[src/rtl/regfile_arbiter_if.sv]
// Requester-side and register-file-side signals of the shared two-port register file.
// The slave modport is the arbiter's view; the master modport is the environment's view.
interface regfile_arbiter_if #(
  parameter int NREQ = 3,
  parameter int AW   = 5,
  parameter int DW   = 8
);
  logic [NREQ-1:0]    req;
  logic [NREQ-1:0]    we;
  logic [NREQ*AW-1:0] addr;
  logic [NREQ*DW-1:0] wdata;
  logic [NREQ-1:0]    gnt;
  logic [NREQ-1:0]    rvalid;
  logic [DW-1:0]      rdata;
  logic [DW-1:0]      rdata2;
  logic [AW-1:0]      address1;
  logic [AW-1:0]      address2;
  logic [DW-1:0]      in_data1;
  logic [DW-1:0]      in_data2;
  logic               w_en;
  logic [DW-1:0]      out_data1;
  logic [DW-1:0]      out_data2;

  modport slave (
    input  req, we, addr, wdata, out_data1, out_data2,
    output gnt, rvalid, rdata, rdata2, address1, address2, in_data1, in_data2, w_en
  );

  modport master (
    output req, we, addr, wdata, out_data1, out_data2,
    input  gnt, rvalid, rdata, rdata2, address1, address2, in_data1, in_data2, w_en
  );
endinterface

[src/rtl/regfile_arbiter.sv]
// Round-robin arbiter sharing a two-port register file (one shared write enable)
// among NREQ requesters: up to two reads or two writes per cycle, never mixed.
module regfile_arbiter #(
  parameter int NREQ = 3,
  parameter int AW   = 5,
  parameter int DW   = 8
) (
  input logic              clk,
  input logic              rst,
  regfile_arbiter_if.slave bus
);
  localparam int PW = (NREQ > 1) ? $clog2(NREQ) : 1;

  logic [PW-1:0]   r_rr_ptr;
  logic [NREQ-1:0] r_rvalid;
  logic [DW-1:0]   r_rdata;
  logic [DW-1:0]   r_rdata2;

  logic [AW-1:0]   w_addr [NREQ];
  logic [DW-1:0]   w_wdat [NREQ];
  logic            w_has_p;
  logic            w_has_s;
  logic [PW-1:0]   w_pidx;
  logic [PW-1:0]   w_sidx;
  logic [PW-1:0]   w_j;
  logic            w_wr;
  logic [NREQ-1:0] w_gnt;

  function automatic logic [PW-1:0] rr_idx(input logic [PW-1:0] p, input int k);
    int s;
    s = int'(p) + k;
    if (s >= NREQ) s = s - NREQ;
    return PW'(s);
  endfunction

  always_comb begin
    for (int i = 0; i < NREQ; i++) begin
      w_addr[i] = bus.addr[i*AW +: AW];
      w_wdat[i] = bus.wdata[i*DW +: DW];
    end
  end

  // Scan from the pointer: first requester is primary; the next eligible one of the
  // same type is secondary, skipping writes that collide with the primary's address.
  always_comb begin
    w_has_p = 1'b0;
    w_has_s = 1'b0;
    w_pidx  = '0;
    w_sidx  = '0;
    w_j     = '0;
    if (!rst) begin
      for (int k = 0; k < NREQ; k++) begin
        w_j = rr_idx(r_rr_ptr, k);
        if (!w_has_p) begin
          if (bus.req[w_j]) begin
            w_has_p = 1'b1;
            w_pidx  = w_j;
          end
        end else if (!w_has_s && bus.req[w_j] && (bus.we[w_j] == bus.we[w_pidx]) &&
                     !(bus.we[w_j] && (w_addr[w_j] == w_addr[w_pidx]))) begin
          w_has_s = 1'b1;
          w_sidx  = w_j;
        end
      end
    end
  end

  always_comb begin
    w_gnt = '0;
    if (w_has_p) w_gnt[w_pidx] = 1'b1;
    if (w_has_s) w_gnt[w_sidx] = 1'b1;
  end

  assign w_wr = w_has_p & bus.we[w_pidx];

  assign bus.gnt      = w_gnt;
  assign bus.w_en     = w_wr;
  assign bus.address1 = w_has_p ? w_addr[w_pidx] : '0;
  assign bus.in_data1 = w_has_p ? w_wdat[w_pidx] : '0;
  assign bus.address2 = w_has_s ? w_addr[w_sidx] : '0;
  assign bus.in_data2 = w_has_s ? w_wdat[w_sidx] : '0;
  assign bus.rvalid   = r_rvalid;
  assign bus.rdata    = r_rdata;
  assign bus.rdata2   = r_rdata2;

  always_ff @(posedge clk or posedge rst) begin
    if (rst) begin
      r_rr_ptr <= '0;
      r_rvalid <= '0;
      r_rdata  <= '0;
      r_rdata2 <= '0;
    end else begin
      if (w_has_p)
        r_rr_ptr <= (int'(w_pidx) == NREQ-1) ? '0 : w_pidx + 1'b1;
      r_rvalid <= (w_has_p && !w_wr) ? w_gnt : '0;
      if (w_has_p && !w_wr) begin
        r_rdata <= bus.out_data1;
        if (w_has_s) r_rdata2 <= bus.out_data2;
      end
    end
  end
endmodule

[src/flat_wrapper.sv]
// flat-port wrapper written by rule: the top's interface ports become plain ports
module regfile_arbiter_flat 
#(
  parameter int NREQ = 3,
  parameter int AW   = 5,
  parameter int DW   = 8
)
  (clk, rst, bus_req, bus_we, bus_addr, bus_wdata, bus_out_data1, bus_out_data2, bus_gnt, bus_rvalid, bus_rdata, bus_rdata2, bus_address1, bus_address2, bus_in_data1, bus_in_data2, bus_w_en);
  regfile_arbiter_if #(.NREQ(NREQ), .AW(AW), .DW(DW)) bus_i ();
  input logic clk;
  input logic rst;
  input wire logic [$bits(bus_i.req)-1:0] bus_req;
  input wire logic [$bits(bus_i.we)-1:0] bus_we;
  input wire logic [$bits(bus_i.addr)-1:0] bus_addr;
  input wire logic [$bits(bus_i.wdata)-1:0] bus_wdata;
  input wire logic [$bits(bus_i.out_data1)-1:0] bus_out_data1;
  input wire logic [$bits(bus_i.out_data2)-1:0] bus_out_data2;
  output wire logic [$bits(bus_i.gnt)-1:0] bus_gnt;
  output wire logic [$bits(bus_i.rvalid)-1:0] bus_rvalid;
  output wire logic [$bits(bus_i.rdata)-1:0] bus_rdata;
  output wire logic [$bits(bus_i.rdata2)-1:0] bus_rdata2;
  output wire logic [$bits(bus_i.address1)-1:0] bus_address1;
  output wire logic [$bits(bus_i.address2)-1:0] bus_address2;
  output wire logic [$bits(bus_i.in_data1)-1:0] bus_in_data1;
  output wire logic [$bits(bus_i.in_data2)-1:0] bus_in_data2;
  output wire logic [$bits(bus_i.w_en)-1:0] bus_w_en;
  assign bus_i.req = bus_req;
  assign bus_i.we = bus_we;
  assign bus_i.addr = bus_addr;
  assign bus_i.wdata = bus_wdata;
  assign bus_i.out_data1 = bus_out_data1;
  assign bus_i.out_data2 = bus_out_data2;
  assign bus_gnt = bus_i.gnt;
  assign bus_rvalid = bus_i.rvalid;
  assign bus_rdata = bus_i.rdata;
  assign bus_rdata2 = bus_i.rdata2;
  assign bus_address1 = bus_i.address1;
  assign bus_address2 = bus_i.address2;
  assign bus_in_data1 = bus_i.in_data1;
  assign bus_in_data2 = bus_i.in_data2;
  assign bus_w_en = bus_i.w_en;
  regfile_arbiter #(.NREQ(NREQ), .AW(AW), .DW(DW)) u_core (.clk(clk), .rst(rst), .bus(bus_i));
endmodule
[config.mk]
export PLATFORM = sky130hd
export DESIGN_NAME = regfile_arbiter_flat
export DESIGN_NICKNAME = d
export VERILOG_FILES = /design/src/rtl/regfile_arbiter_if.sv /design/src/rtl/regfile_arbiter.sv /design/src/flat_wrapper.sv
export SDC_FILE = /design/constraint.sdc
export NUM_CORES = 1
export LEC_CHECK = 0
export CAP_MARGIN = 5
export CORE_ASPECT_RATIO = 2
export CORE_MARGIN = 5
export CORE_UTILIZATION = 46
export DETAILED_ROUTE_END_ITERATION = 12
export PLACE_DENSITY = 0.83
export SLEW_MARGIN = 40
export SYNTH_ARGS = -nofsm -noshare
export SYNTH_HDL_FRONTEND = slang
export SYNTH_SLANG_ARGS = --single-unit
[constraint.sdc]
create_clock -name clk -period 4.6 [get_ports clk]
set_input_delay 0.92 -clock clk [delete_from_list [all_inputs] [get_ports clk]]
set_output_delay 0.92 -clock clk [all_outputs]
set_load 0.02 [all_outputs]
==> flow_summary.ini <==
[run_status]
outcome = finished, violations left
failed_checks = design-rule violations, negative setup slack

[synthesis]
mappedNetlistNets = 431
synth-seq-cells = 21
synth_edf_count = 0
synth-compound-area-share_pct = 34.89
yosys.area_share.adder_pct = 1.272
yosys.area_share.xor_xnor_pct = 0
ys_seq_area_share_pct = 17.80
yosys_warnings = 0
synth-async-reset-ratio_pct = 100.0
synth_flop_cell = dfrtp_1
synth-simple-area-share_pct = 22.81
synth_area_um2 = 2952
syn_avg_cell_area_um2 = 8.087
syn_inst = 365
synth.distinct_cells = 64
yosys-mux-area-fraction_pct = 17.08
synth_top_family_by_area = compound AO/OA/AOI/OAI gates

[detailed_routing]
via_per_inst = 6.444
drt_iter0_drc = 383
vias = 4369
postRouteAntennaNets = 0
totalWireLength_mm = 15.53
routedWlPerCell_um = 22.91
drtPass1Iterations = 9
drc = 1

[setup_path]
max_stage_delay_ns = 0.55
reg2reg_from = u_core.r_rr_ptr[1]
cp_max_fo = 6
ff2ff_setup_slack_ns = 0.73
startpoint_type = register
cpMostUsedCell = buf_6
path_delay_family = simple AND/OR/NAND/NOR gates
cp-end-kind = output port
critPathRequiredTime_ns = 3.68
r2r_cells = 13
arrival_ns = 3.77
crit_chain = buf_6 > ha_4 > nand3b_1 > or3_4 > a21oi_4 > nor3_2 > or4b_4 > o31ai_4 > a211o_4 > buf_6 > nand4_1 > a221oi_2 > buf_4
critical_path_buf_inv_count = 3
r2r_end = u_core.bus.rdata2[3]
cpMaxStageDelayCell = or4b_4
crit_type = reg -> out

[pwr]
peakVddDrop_mv = 0.4886
total_power_mw = 4.330
power.leakage_nw = 2.496
p_per_area_nw_per_um2 = 777.9

[placement]
place_area_um2 = 4916
dpl_worst_slack_ns = -1.065
place_hpwl_mm = 11.20
globalplace.congestion = 0.9744
io_buffers = 111

[sta]
min_period_ns = 4.688
fmax_mhz = 213.3
setup_viol = 13
rsz0062_at_grt = true
whs_ns = 0.5009
worst_pin_slew_ns = 0.5283
hold_viol_final = 0
drv_slew = 0
fin_crit_sh_pct = 101.9
setup_slack_ns = -0.08834
finalSetupTns_ns = -0.7515
finalClockSkew_ns = 0.002242
slew_headroom_pct = 64.65

[clock_tree]
ctsHoldBuffers = 0
clkLatencyLatePin_ns = 0.25
cts_root_buffer = clkbuf_16
htree_levels = 1
path_clk_slew_ns = 0.05
cts_tree = done
cts.path.max_buffers = 2
clock_sinks = 21
cts_buffers = 3

[hold_path]
hp-class = reg -> reg
hp-start = u_core.bus.rdata2[1]
holdPathStages = 1
whs_endpoint = u_core.bus.rdata2[1]

[global_routing]
grt_pass1_wl_mm = 22.23
gr-total-overflow = 0
first_global_vias = 4453
antenna_found_initial = 0
grt_max_degree = 18
grt_usage_pct = 35.33

[floorplan]
chipHeight_um = 123.3
die_w_um = 66.64
start_util_pct = 46.78
die_area_um2 = 8215
coreArea_um2 = 6310
row_count = 41
ios = 112

[layout]
n_antenna_cell = 0
fillers = 341
area_delta_synth_final_pct = 88.60
drive_above_1_share_pct = 42.23
nNetsFinal = 659
stdcell_area_um2 = 5567

[flow_run]
drv_cap = 0
-- power breakdown --
part           internal [mW]  switching (mW)
combinational           1.84            1.99
clock                  0.118          0.0604
sequential             0.271          0.0542
total                   2.23            2.10
-- logic make-up after synthesis --
| kind of cell | count (synthesis) |
|---|---|
| AND/OR/NAND/NOR | 123 |
| adder cells (fa/ha/maj) | 3 |
| AO/OA/AOI/OAI | 131 |
| multiplexers | 46 |
| flip-flops | 21 |
| buffers and inverters | 41 |
-- state kept, by name, summed over array words and instances, names as in the netlist --
| register | count |
|---|---|
| u_core.bus.rdata2 | 8 |
| u_core.bus.rdata | 8 |
| u_core.bus.rvalid | 3 |
| u_core.r_rr_ptr | 2 |
-- layer usage --
metal  GRT usage (%)  wire [µm]  vias to the layer above
met2           65.92       8265                      328
li1                -          -                     1866
met1           35.35       5000                     2072
met5               0          0                        -
met4           23.16       1288                        0
met3           3.909        976                      103
-- how the worst max path moves through the flow --
stage	cells after the start	end	slack, ns	from
CTS	14	bus_in_data2[7]	-0.004	bus_addr[9]
floorplan	11	bus_in_data2[0]	0.21	bus_req[2]
global placement	13	bus_in_data2[7]	-1.06	bus_req[2]
detailed placement	13	bus_in_data2[7]	-1.06	bus_req[2]
global route	18	bus_in_data2[5]	-0.22	u_core.r_rr_ptr[1]
finish	13	bus_in_data2[6]	-0.09	u_core.r_rr_ptr[1]
-- cells in the final DEF, fill, tap and decap left out, types with 8 or more instances in the layout --
| cell type | n |
|---|---|
| clkdlybuf4s50_1 | 67 |
| mux2_1 | 9 |
| o211ai_1 | 8 |
| a21oi_1 | 11 |
| nor2_1 | 25 |
| dfrtp_1 | 21 |
| inv_1 | 15 |
| a22oi_1 | 16 |
| mux2i_1 | 10 |
| mux2_2 | 26 |
| dlygate4sd2_1 | 22 |
| and3_1 | 8 |
| buf_4 | 119 |
| o21ai_0 | 13 |
| nand2_1 | 24 |
| nand4_1 | 9 |
| buf_6 | 28 |
-- final cells by class --
cell class	count	area [µm²]	area share, %
inverter	19	72.57	1.304
multi-input combinational	303	2613	46.93
timing repair buffer	245	2170	38.98
clock buffer	4	78.83	1.416
tap	86	107.6	1.933
sequential	21	525.5	9.440
-- metrics by stage --
step           std cells  util [%]
2_1_floorplan        365         -
3_3_place_gp         652     77.87
3_5_place_dp         652     77.91
4_1_cts              672     84.37
5_1_grt              678     88.22
6_report             678     88.22
-- synth_stat cells, drive strengths merged, types with 8 or more instances --
library cell / count / area (µm²)
dfrtp: 21 / 525.5
nand2: 25 / 93.84
o21ai: 21 / 105.1
buf: 15 / 83.83
a22oi: 20 / 150.1
and3: 10 / 62.56
nand3: 11 / 55.05
nor2b: 8 / 50.05
nand4: 9 / 56.30
mux2: 35 / 394.1
a221oi: 8 / 120.1
nor2: 29 / 108.9
a21oi: 18 / 101.4
mux2i: 11 / 110.1
o211ai: 8 / 60.06
inv: 16 / 60.06
-- timing repair --
item,4_1_cts,5_1_grt
endpoints found under the hold margin,0,0
buffers inserted,13,6
pin swaps,25,30
gates cloned,3,0
resized for setup,169,47
endpoints found under the setup margin,30,25
Power figures use the tool's default switching activity.
